**src/rtl/alu_ctrl_seq_if.sv**
```systemverilog
// Control bundle between alu_ctrl_seq (master) and data_path (slave): run/IR in, strobes out.
interface alu_ctrl_seq_if #(
  parameter int unsigned OP_W = 5,
  parameter int unsigned NREG = 16
);
  logic            run;
  logic [31:0]     IR;
  logic [OP_W-1:0] op;
  logic            PCout, MDRout, Zhighout, Zlowout;
  logic            MARin, InPC, Read, MDRin, IRin, Yin, ZHighin, Zlowin, HIin, Loin;
  logic [NREG-1:0] Rout, Rin;
  logic            instr_done, halted;

  modport master (
    input  run, IR,
    output op, PCout, MDRout, Zhighout, Zlowout,
    output MARin, InPC, Read, MDRin, IRin, Yin, ZHighin, Zlowin, HIin, Loin,
    output Rout, Rin, instr_done, halted
  );

  modport slave (
    output run, IR,
    input  op, PCout, MDRout, Zhighout, Zlowout,
    input  MARin, InPC, Read, MDRin, IRin, Yin, ZHighin, Zlowin, HIin, Loin,
    input  Rout, Rin, instr_done, halted
  );
endinterface

```
**src/rtl/alu_ctrl_seq.sv**
```systemverilog
// Hardwired T-step control sequencer for data_path: fetch, then ALU/MUL/DIV/unary execute.
// Define ILL_OP_TRAP_EN to halt on unlisted opcodes instead of treating them as NOP.
module alu_ctrl_seq #(
  parameter int unsigned OP_W = 5,
  parameter int unsigned NREG = 16
) (
  input logic           Clock,
  input logic           clear,
  alu_ctrl_seq_if.master bus
);

`ifdef ILL_OP_TRAP_EN
  localparam bit TrapEn = 1'b1;
`else
  localparam bit TrapEn = 1'b0;
`endif

  localparam logic [4:0] OpMul  = 5'b01001;
  localparam logic [4:0] OpDiv  = 5'b01010;
  localparam logic [4:0] OpNeg  = 5'b01011;
  localparam logic [4:0] OpNot  = 5'b01100;
  localparam logic [4:0] OpNop  = 5'b11010;
  localparam logic [4:0] OpHalt = 5'b11011;

  typedef enum logic [3:0] {
    StIdle, StT0, StT1, StT2, StT3, StT4, StT5, StT6, StHalted
  } state_e;

  state_e state_q, state_d;

  logic [4:0] opcode;
  logic [3:0] ra, rb, rc;
  logic       is_two_src, is_muldiv, is_unary, is_nop, is_halt, is_illegal;
  logic [NREG-1:0] ra_oh, rb_oh, rc_oh;
  logic       unused_ir;

  assign opcode    = bus.IR[31:27];
  assign ra        = bus.IR[26:23];
  assign rb        = bus.IR[22:19];
  assign rc        = bus.IR[18:15];
  assign unused_ir = ^bus.IR[14:0];

  assign is_muldiv  = (opcode == OpMul) || (opcode == OpDiv);
  assign is_two_src = (opcode <= 5'd8) || is_muldiv;
  assign is_unary   = (opcode == OpNeg) || (opcode == OpNot);
  assign is_nop     = (opcode == OpNop);
  assign is_halt    = (opcode == OpHalt);
  assign is_illegal = !(is_two_src || is_unary || is_nop || is_halt);

  // Indices at or above NREG select nothing.
  function automatic logic [NREG-1:0] onehot(input logic [3:0] idx);
    logic [NREG-1:0] v;
    v = '0;
    for (int unsigned i = 0; i < NREG; i++) begin
      if (32'(idx) == i) v[i] = 1'b1;
    end
    return v;
  endfunction

  assign ra_oh = onehot(ra);
  assign rb_oh = onehot(rb);
  assign rc_oh = onehot(rc);

  always_ff @(posedge Clock or posedge clear) begin
    if (clear) state_q <= StIdle;
    else       state_q <= state_d;
  end

  always_comb begin
    state_e boundary;
    boundary = bus.run ? StT0 : StIdle;
    state_d  = state_q;
    unique case (state_q)
      StIdle:   state_d = bus.run ? StT0 : StIdle;
      StT0:     state_d = StT1;
      StT1:     state_d = StT2;
      StT2:     state_d = StT3;
      StT3: begin
        if (is_two_src || is_unary)                  state_d = StT4;
        else if (is_halt || (TrapEn && is_illegal))  state_d = StHalted;
        else                                         state_d = boundary;
      end
      StT4:     state_d = is_two_src ? StT5 : boundary;
      StT5:     state_d = is_muldiv ? StT6 : boundary;
      StT6:     state_d = boundary;
      StHalted: state_d = StHalted;
      default:  state_d = StIdle;
    endcase
  end

  always_comb begin
    bus.op         = '0;
    bus.PCout      = 1'b0;
    bus.MDRout     = 1'b0;
    bus.Zhighout   = 1'b0;
    bus.Zlowout    = 1'b0;
    bus.MARin      = 1'b0;
    bus.InPC       = 1'b0;
    bus.Read       = 1'b0;
    bus.MDRin      = 1'b0;
    bus.IRin       = 1'b0;
    bus.Yin        = 1'b0;
    bus.ZHighin    = 1'b0;
    bus.Zlowin     = 1'b0;
    bus.HIin       = 1'b0;
    bus.Loin       = 1'b0;
    bus.Rout       = '0;
    bus.Rin        = '0;
    bus.instr_done = 1'b0;
    bus.halted     = 1'b0;
    unique case (state_q)
      StT0: begin
        bus.PCout = 1'b1;
        bus.MARin = 1'b1;
        bus.InPC  = 1'b1;
      end
      StT1: begin
        bus.Read  = 1'b1;
        bus.MDRin = 1'b1;
      end
      StT2: begin
        bus.MDRout = 1'b1;
        bus.IRin   = 1'b1;
      end
      StT3: begin
        if (is_two_src) begin
          bus.Rout = rb_oh;
          bus.Yin  = 1'b1;
        end else if (is_unary) begin
          bus.Rout    = rb_oh;
          bus.op      = OP_W'(opcode);
          bus.ZHighin = 1'b1;
          bus.Zlowin  = 1'b1;
        end else begin
          bus.instr_done = 1'b1;
        end
      end
      StT4: begin
        if (is_two_src) begin
          bus.Rout    = rc_oh;
          bus.op      = OP_W'(opcode);
          bus.ZHighin = 1'b1;
          bus.Zlowin  = 1'b1;
        end else if (is_unary) begin
          bus.Zlowout    = 1'b1;
          bus.Rin        = ra_oh;
          bus.instr_done = 1'b1;
        end
      end
      StT5: begin
        bus.Zlowout = 1'b1;
        if (is_muldiv) begin
          bus.Loin = 1'b1;
        end else begin
          bus.Rin        = ra_oh;
          bus.instr_done = 1'b1;
        end
      end
      StT6: begin
        bus.Zhighout   = 1'b1;
        bus.HIin       = 1'b1;
        bus.instr_done = 1'b1;
      end
      StHalted: bus.halted = 1'b1;
      default: ;
    endcase
  end

endmodule
```
**src/flat_wrapper.sv**
```systemverilog
// flat-port wrapper written by rule: the top's interface ports become plain ports
module alu_ctrl_seq_flat 
#(
  parameter int unsigned OP_W = 5,
  parameter int unsigned NREG = 16
)
  (Clock, clear, bus_run, bus_IR, bus_op, bus_PCout, bus_MDRout, bus_Zhighout, bus_Zlowout, bus_MARin, bus_InPC, bus_Read, bus_MDRin, bus_IRin, bus_Yin, bus_ZHighin, bus_Zlowin, bus_HIin, bus_Loin, bus_Rout, bus_Rin, bus_instr_done, bus_halted);
  alu_ctrl_seq_if #(.OP_W(OP_W), .NREG(NREG)) bus_i ();
  input logic Clock;
  input logic clear;
  input wire logic [$bits(bus_i.run)-1:0] bus_run;
  input wire logic [$bits(bus_i.IR)-1:0] bus_IR;
  output wire logic [$bits(bus_i.op)-1:0] bus_op;
  output wire logic [$bits(bus_i.PCout)-1:0] bus_PCout;
  output wire logic [$bits(bus_i.MDRout)-1:0] bus_MDRout;
  output wire logic [$bits(bus_i.Zhighout)-1:0] bus_Zhighout;
  output wire logic [$bits(bus_i.Zlowout)-1:0] bus_Zlowout;
  output wire logic [$bits(bus_i.MARin)-1:0] bus_MARin;
  output wire logic [$bits(bus_i.InPC)-1:0] bus_InPC;
  output wire logic [$bits(bus_i.Read)-1:0] bus_Read;
  output wire logic [$bits(bus_i.MDRin)-1:0] bus_MDRin;
  output wire logic [$bits(bus_i.IRin)-1:0] bus_IRin;
  output wire logic [$bits(bus_i.Yin)-1:0] bus_Yin;
  output wire logic [$bits(bus_i.ZHighin)-1:0] bus_ZHighin;
  output wire logic [$bits(bus_i.Zlowin)-1:0] bus_Zlowin;
  output wire logic [$bits(bus_i.HIin)-1:0] bus_HIin;
  output wire logic [$bits(bus_i.Loin)-1:0] bus_Loin;
  output wire logic [$bits(bus_i.Rout)-1:0] bus_Rout;
  output wire logic [$bits(bus_i.Rin)-1:0] bus_Rin;
  output wire logic [$bits(bus_i.instr_done)-1:0] bus_instr_done;
  output wire logic [$bits(bus_i.halted)-1:0] bus_halted;
  assign bus_i.run = bus_run;
  assign bus_i.IR = bus_IR;
  assign bus_op = bus_i.op;
  assign bus_PCout = bus_i.PCout;
  assign bus_MDRout = bus_i.MDRout;
  assign bus_Zhighout = bus_i.Zhighout;
  assign bus_Zlowout = bus_i.Zlowout;
  assign bus_MARin = bus_i.MARin;
  assign bus_InPC = bus_i.InPC;
  assign bus_Read = bus_i.Read;
  assign bus_MDRin = bus_i.MDRin;
  assign bus_IRin = bus_i.IRin;
  assign bus_Yin = bus_i.Yin;
  assign bus_ZHighin = bus_i.ZHighin;
  assign bus_Zlowin = bus_i.Zlowin;
  assign bus_HIin = bus_i.HIin;
  assign bus_Loin = bus_i.Loin;
  assign bus_Rout = bus_i.Rout;
  assign bus_Rin = bus_i.Rin;
  assign bus_instr_done = bus_i.instr_done;
  assign bus_halted = bus_i.halted;
  alu_ctrl_seq #(.OP_W(OP_W), .NREG(NREG)) u_core (.Clock(Clock), .clear(clear), .bus(bus_i));
endmodule
```
**config.mk**
```make
export PLATFORM = sky130hd
export DESIGN_NAME = alu_ctrl_seq_flat
export DESIGN_NICKNAME = d
export VERILOG_FILES = /design/src/rtl/alu_ctrl_seq_if.sv /design/src/rtl/alu_ctrl_seq.sv /design/src/flat_wrapper.sv
export SDC_FILE = /design/constraint.sdc
export NUM_CORES = 1
export LEC_CHECK = 0
export ABC_AREA = 1
export CAP_MARGIN = 25
export CORE_MARGIN = 5
export CORE_UTILIZATION = 40
export CTS_BUF_LIST = sky130_fd_sc_hd__clkbuf_8
export DETAILED_ROUTE_END_ITERATION = 6
export MAX_ROUTING_LAYER = met4
export PLACE_DENSITY = 0.92
export SLEW_MARGIN = 0
export SYNTH_ARGS = -nofsm -noshare
export SYNTH_HDL_FRONTEND = slang
export SYNTH_SLANG_ARGS = --single-unit
export TNS_END_PERCENT = 1
```
**constraint.sdc**
```tcl
create_clock -name Clock -period 2.4 [get_ports Clock]
set_input_delay 0.6 -clock Clock [delete_from_list [all_inputs] [get_ports Clock]]
set_output_delay 0.6 -clock Clock [all_outputs]
set_load 0.02 [all_outputs]
```
Word level (Yosys, flattened, before mapping). Index checks and enable logic that the tools add are counted.

Register bits: 4. Output and inout bits: 53. Word-level logic and storage cells: 152.

Magnitude comparators: 1. Equality and inequality tests: 58. Multiplexer cells: 83. Reduce and logical (&&, ||, !) cells: 9.

Operators with widths (number): $eq A4 B4 Y1 const B (25); $mux W16 (6); $eq A4 B3 Y1 const B (16); $pmux W16 S2 (2); $mux W1 (63); $eq A4 B2 Y1 const B (8); $pmux W4 S8 (1); $eq A5 B4 Y1 const B (4); $eq A4 B1 Y1 const B (4); $logic_not A4 Y1 (4); $mux W4 (4); $mux W5 (3); $pmux W5 S2 (1); $eq A5 B5 Y1 const B (1); $le A5 B4 Y1 const B (1); $logic_or A1 B1 Y1 (4); $pmux W1 S2 (2); $pmux W1 S4 (1); $reduce_or A2 Y1 (1).

Logic depth before layout (Yosys ltp). Gate-level depths: netlist (run 1).

Depth after elaboration: 6. Mapped depth: 10. Gate-level depth less buffers: 9.

Least setup slack after synthesis (run 1). OpenSTA, ideal clock, no wires.

Kind: input -> output. From: input bus_IR[27]. To: output bus_op[0]. Data arrival time: 1669 ps. Data required time: 1800 ps. Slack: 131 ps. Cell stages on the path: 9. Buffers on the path: 0. Cells stage by stage: nand2_1 > inv_2 > nor2_1 > nand2_4 > nand2_4 > nand2_8 > o21ai_4 > inv_2 > nor2_1.

Longest elaborated chain between the ends: 5.

RTL lines: start: declaration (line flat_wrapper.sv:12) `input wire logic [$bits(bus_i.IR)-1:0] bus_IR;`; branches (longest 4 deep; another with $le A5 B4 Y1); $pmux W5 S2 (*) (line alu_ctrl_seq.sv:111) `unique case (state_q)`; end: declaration (line flat_wrapper.sv:13) `output wire logic [$bits(bus_i.op)-1:0] bus_op;`.

Mark *: on every way between the ends.

Worst setup path in the final report (run 1).
From: input bus_IR[18]. To: output bus_Rout[0].

Longest elaborated chain between the ends: 4.

RTL lines: $logic_not A4 Y1 (line alu_ctrl_seq.sv:55) `if (32'(idx) == i) v[i] = 1'b1;`; $mux W1 (line alu_ctrl_seq.sv:55); $mux W16 (line alu_ctrl_seq.sv:139) `if (is_two_src) begin`; $pmux W16 S2 (line alu_ctrl_seq.sv:111); end: declaration (line flat_wrapper.sv:28) `output wire logic [$bits(bus_i.Rout)-1:0] bus_Rout;`.

No other way between the ends.

==> metrics.csv, run 1 <==
stage,metric,value,unit
run_status,status,"complete, no violations",
setup_path,"critical path, cell by cell",clkdlybuf4s50_1 -> or2_4 -> nor2_4 -> nand2_1 -> o21ai_2 -> buf_4,
synth,Syn Nets,248,
grt,initial antenna violation count,0,
setup_path,reg2reg setup slack,1.04,ns
route,WL/cell,11.9,um
synth,mux cell area share after synthesis,0,%
setup_path,CP max stage cell,clkdlybuf4s50_1,
floorplanning,io pins,88,
layout,register area,100,sq um
synth,Synth Area in XOR/XNOR,0,%
layout,ant diodes,0,
timing,# setup viols final,0,
timing,Fmax achieved,423,MHz
synth,post-synthesis simple-gate area fraction,64.6,%
setup_path,WP data required,1.80,ns
layout,non-filler instance count after layout,347,
synth,Synth Area in Compound Gates,11.1,%
clock_tree,H-tree Lvls,1,
placed_design,dpl cell area,2180,sq um
synth,Post-Synthesis Cells,213,
route,Post-Route WL,4140,um
layout,max reg flops,4,
setup_path,CP endpoint kind,output port,
power_and_ir_drop,leakage,1.16,nW
synth,number of synthesis warnings,0,
timing,final critical-path share of the clock period,98.5,%
route,vias per cell,4.76,
layout,Largest Register,u_core.state_q,
setup_path,"CP delay by family, top",buffers and inverters,
power_and_ir_drop,P per Cell Area,513,nW/um^2
power_and_ir_drop,Max VDD drop,0.205,mV
synth,register area share after synthesis,7.84,%
clock_tree,Worst-Skew Late Latency,0.21,ns
synth,synthesized area per cell,6.00,sq um
layout,Final nets,340,
floorplanning,Initial Utilization,41.8,%
synth,largest family of logic cells by synthesized area,simple AND/OR/NAND/NOR gates,
route,DR vias,1651,
floorplanning,row count,20,
placed_design,routability cong.,0.999,
synth,synthesized flop and latch total,4,
clock_tree,Post-CTS Hold Buffers,0,
layout,Layout area overhead,65.0,%
setup_path,WS Path Type,input pin to output port,
layout,"commonest cells after routing, fill and taps aside","nand2_1 (54), buf_4 (39), nor2_1 (33)",
placed_design,DP HPWL,3510,um
timing,"Hold Vio Cnt, Final",0,
setup_path,WP buf/inv,2,
route,post-route ant nets,0,
clock_tree,Clock Root Buffer,clkbuf_8,
setup_path,worst-path maximum fanout,4,
layout,"commonest non-fill, non-tap cell in the layout",nand2_1,
layout,share of layout cells above drive strength 1,47.2,%
synth,post-synthesis adder-cell area fraction,0,%
layout,fillers,278,
timing,RSZ-0062 raised after global routing,true,
floorplanning,Die H,66.5,um
clock_tree,post-CTS setup buffers,0,
layout,post-route cell area,2110,sq um
grt,GR Overflow Total,0,
setup_path,Startpoint Class,input pin,
timing,shortest period the worst path allows,2.36,ns
route,Pre-antenna DRT Iters,4,
setup_path,CP Data Arrival Time,1.76,ns
timing,Pins Over Slew Limit,0,
run,Max Cap Violations,0,
grt,maximum number of pins on one net before global-route repair,11,
floorplanning,Die W,66.5,um
worst_hold_path,Worst Hold Class,input pin to async pin,
route,drt drc,0,
grt,total track usage,19.6,%
setup_path,Worst path max stage delay,0.45,ns
floorplanning,Die Area,4420,sq um
layout,biggest regs,u_core.state_q: 4 flops,
layout,footprint of the multi-input gates,1030,sq um
grt,number of global-route vias before repair,1660,
clock_tree,Clock Path Buffers,2,
floorplanning,area of the core,3050,sq um
placed_design,I/O Buffers,71,
clock_tree,clk slew on worst S/H paths,0.03,ns
synth,library cells used by synthesis,30,
synth,Synth Cell Area,1280,sq um
layout,post-layout util,69.1,%
placed_design,dpl cells,344,
timing,Fin Hold WS,0.567,ns
clock_tree,CTS tree,yes,
clock_tree,CTS Buf Count,3,
timing,skew final,0.00202,ns
route,Starting DRT DRC Count,113,
clock_tree,total number of clock tree sinks,4,
grt,first-pass GRT wire length,6910,um
==> per-stage QoR <==
step           total power, W  setup TNS (ns)  setup WS, ns
2_1_floorplan        0.000653               0         0.131
3_3_place_gp         0.000958          -30.52        -0.772
3_5_place_dp         0.000988          -31.73        -0.806
4_1_cts               0.00107         -0.0531       -0.0213
5_1_grt               0.00117          -0.123       -0.0397
6_report              0.00108               0        0.0359
==> layer usage <==
metal	vias up	track usage, %	part of all wire (%)
met5	-	-	0
met2	77	35.9	51
met4	0	5.33	1.2
li1	842	-	-
met1	724	22.9	40
met3	8	1.35	7.0
==> cells by family after synthesis <==
logic type,after synthesis
and+or+nand+nor,149
buffers and inverters,42
AOI/OAI and AO/OA,17
DFF,4
other,1
==> synthesized netlist by cell type <==
master	n	share of area, %
nand3_2	4	3.1
buf_4	7	4.1
inv_2	7	2.1
nand3b_1	1	0.59
buf_6	2	1.8
or2_2	1	0.49
nand2_4	6	5.3
nor2_4	5	4.4
nand3_1	10	3.9
nor2_2	2	0.98
o21ai_1	1	0.39
nand2_2	3	1.5
a21boi_2	1	0.88
a21oi_1	3	1.2
inv_6	1	0.69
nor3_1	3	1.2
nor2_1	43	13
o21ai_2	8	5.5
dfrtp_1	4	7.8
conb_1	1	0.29
nand3_4	4	5.5
o21ai_4	1	1.3
nand2_1	56	16
nand2_8	2	3.1
inv_4	1	0.49
nand4_1	8	3.9
inv_1	24	7.1
o22ai_1	1	0.49
nor2_8	1	1.6
a21oi_2	2	1.4
==> power by group <==
part | switching (W) | leakage [nW] | internal (W) | total [W]
Clock | 0.0000300 | 0.0216 | 0.000107 | 0.000137
Sequential | 0.0000274 | 0.0519 | 0.0000948 | 0.000122
Combinational | 0.000500 | 1.08 | 0.000323 | 0.000823
==> area by class of cell <==
| cell class | instances | share of cell area [%] |
|---|---|---|
| Clock buffer | 3 | 1.96 |
| Inverter | 33 | 6.23 |
| Multi-Input combinational cell | 167 | 48.7 |
| Sequential cell | 4 | 4.75 |
| Tap cell | 44 | 2.61 |
| Timing Repair Buffer | 96 | 35.8 |
==> what timing repair did <==
item	in CTS	in global routing
pin swaps	0	3
setup endpoints to repair	49	47
gates resized for setup	209	33
==> path summary, 6_finish.rpt <==
path,start,depth (start not counted),end
max in group asynchronous,clear,2,u_core.state_q[3]$_DFF_PP0_
setup reg to reg,u_core.state_q[1]$_DFF_PP0_,6,u_core.state_q[0]$_DFF_PP0_
hold reg to reg,u_core.state_q[2]$_DFF_PP0_,2,u_core.state_q[3]$_DFF_PP0_
setup / recovery,bus_IR[18],6,bus_Rout[0]
min in group Clock,u_core.state_q[2]$_DFF_PP0_,2,u_core.state_q[3]$_DFF_PP0_
hold / removal,clear,2,u_core.state_q[2]$_DFF_PP0_
Note: power is estimated with default switching activity, not from simulation.
==> run 2: changes to the inputs <==
--- a/config.mk
+++ b/config.mk
@@ -12,7 +12,7 @@
 export CTS_BUF_LIST = sky130_fd_sc_hd__clkbuf_8
 export DETAILED_ROUTE_END_ITERATION = 6
 export MAX_ROUTING_LAYER = met4
-export PLACE_DENSITY = 0.92
+export PLACE_DENSITY = 0.95
 export SLEW_MARGIN = 0
 export SYNTH_ARGS = -nofsm -noshare
 export SYNTH_HDL_FRONTEND = slang
==> metrics.csv, run 2 (synthesized netlist as in run 1, its figures left out) <==
stage,metric,value,unit
run_status,status,"complete, no violations",
timing,Pins Over Slew Limit,0,
route,drt drc,0,
clock_tree,Worst-Skew Late Latency,0.22,ns
grt,GR Overflow Total,0,
timing,Fmax achieved,420,MHz
grt,first-pass GRT wire length,6750,um
setup_path,CP Data Arrival Time,1.78,ns
layout,post-layout util,71.9,%
clock_tree,total number of clock tree sinks,4,
clock_tree,clk slew on worst S/H paths,0.03,ns
layout,biggest regs,u_core.state_q: 4 flops,
floorplanning,area of the core,3050,sq um
setup_path,Worst path max stage delay,0.17,ns
setup_path,Startpoint Class,input pin,
worst_hold_path,Worst Hold Class,input pin to async pin,
grt,initial antenna violation count,0,
clock_tree,H-tree Lvls,1,
placed_design,routability cong.,0.999,
timing,"Hold Vio Cnt, Final",0,
route,Post-Route WL,4320,um
power_and_ir_drop,P per Cell Area,503,nW/um^2
timing,shortest period the worst path allows,2.38,ns
setup_path,capturing point of the worst reg2reg path,u_core.state_q[0]$_DFF_PP0_,
route,WL/cell,12.3,um
setup_path,WS Path Type,input pin to output port,
setup_path,reg2reg setup slack,1.03,ns
power_and_ir_drop,Max VDD drop,0.246,mV
setup_path,worst-path maximum fanout,6,
layout,Layout area overhead,71.8,%
grt,number of global-route vias before repair,1563,
grt,total track usage,19.4,%
timing,min setup slack post-route,0.0215,ns
layout,footprint of the multi-input gates,1060,sq um
layout,register area,100,sq um
setup_path,CP max stage cell,nor2_2,
floorplanning,Initial Utilization,41.8,%
floorplanning,io pins,88,
placed_design,dpl cells,346,
floorplanning,row count,20,
placed_design,pre-CTS WS,-0.840,ns
clock_tree,Post-CTS Hold Buffers,0,
setup_path,"critical path, cell by cell",buf_2 -> inv_2 -> nand2_1 -> nor2_2 -> nand2_4 -> nand2_4 -> nand2_8 -> nor2_4 -> nand2_1 -> o21ai_2 -> buf_6,
layout,"commonest cells after routing, fill and taps aside","nand2_1 (49), buf_4 (45), nor2_1 (30)",
grt,maximum number of pins on one net before global-route repair,11,
layout,non-filler instance count after layout,351,
layout,Largest Register,u_core.state_q,
clock_tree,Clock Root Buffer,clkbuf_8,
route,DR vias,1694,
route,vias per cell,4.83,
clock_tree,CTS tree,yes,
timing,RSZ-0062 raised after global routing,true,
setup_path,worst reg2reg path depth,6,
run,Max Cap Violations,0,
setup_path,WP data required,1.80,ns
clock_tree,CTS Buf Count,3,
timing,skew final,0.00335,ns
route,post-route ant nets,0,
timing,final critical-path share of the clock period,99.1,%
route,Starting DRT DRC Count,144,
setup_path,CP endpoint kind,output port,
timing,# setup viols final,0,
power_and_ir_drop,leakage,1.17,nW
floorplanning,Die Area,4420,sq um
placed_design,I/O Buffers,71,
timing,setup TNS after final layout,0,ns
clock_tree,Clock Path Buffers,2,
setup_path,worst flop-to-flop path startpoint,u_core.state_q[1]$_DFF_PP0_,
floorplanning,Die W,66.5,um
floorplanning,Die H,66.5,um
layout,share of layout cells above drive strength 1,49.5,%
layout,"commonest non-fill, non-tap cell in the layout",nand2_1,
placed_design,DP HPWL,3500,um
layout,Final nets,344,
layout,max reg flops,4,
layout,ant diodes,0,
layout,fillers,259,
route,Pre-antenna DRT Iters,4,
==> run 2: how the worst max path moves through the flow <==
stage / end / start / slack [ns]
after floorplan: bus_op[0] / bus_IR[27] / 0.13
after global placement: bus_Rout[4] / bus_IR[29] / -0.76
after detailed placement: bus_Rout[6] / bus_IR[29] / -0.84
after CTS: bus_ZHighin / bus_IR[29] / -0.15
after global routing: bus_Rout[2] / bus_IR[29] / -0.05
final: bus_Rout[2] / bus_IR[29] / 0.02
==> run 2: power by group <==
part	internal [W]	leakage [nW]	switching, W
logic	0.000334	1.10	0.000506
clock network	0.000107	0.0216	0.0000349
registers	0.0000947	0.0519	0.0000271
==> run 2: timing repair <==
action                     CTS  global route
setup buffers                0             2
resized for setup          196            59
setup endpoints to repair   49            49
gates cloned                 0             0
pin swaps                    0             7
==> run 2: critical path, delay by kind of cell <==
| family | cells | cell delay, ns |
|---|---|---|
| AND/OR/NAND/NOR | 7 | 0.75 |
| buffers and inverters | 3 | 0.36 |
| AO/OA/AOI/OAI | 1 | 0.06 |
==> run 2: metal layers <==
metal | vias up | track usage (%) | part of all wire [%]
met1 | 758 | 22.8 | 40
li1 | 845 | - | -
met5 | - | - | 0
met3 | 6 | 2.70 | 8.5
met4 | 0 | 6.09 | 1.3
met2 | 85 | 34.0 | 50
==> run 2: final cells by class <==
type	instances	area share [%]
clock buffer	3	1.88
inverter	33	5.99
multi-input combinational	167	48.3
sequential	4	4.56
tap	44	2.51
timing repair buffer	100	36.7
==> run 2: per-stage QoR <==
| step | cell area [sq um] | hold WS (ns) | total power, W |
|---|---|---|---|
| after floorplan | 1280 | 0.366 | 0.000653 |
| after global placement | 2200 | 0.589 | 0.000958 |
| after CTS | 2080 | 0.571 | 0.00108 |
| after detailed placement | 2200 | 0.617 | 0.000987 |
| final | 2190 | 0.563 | 0.00110 |
| after global routing | 2190 | 0.575 | 0.00119 |
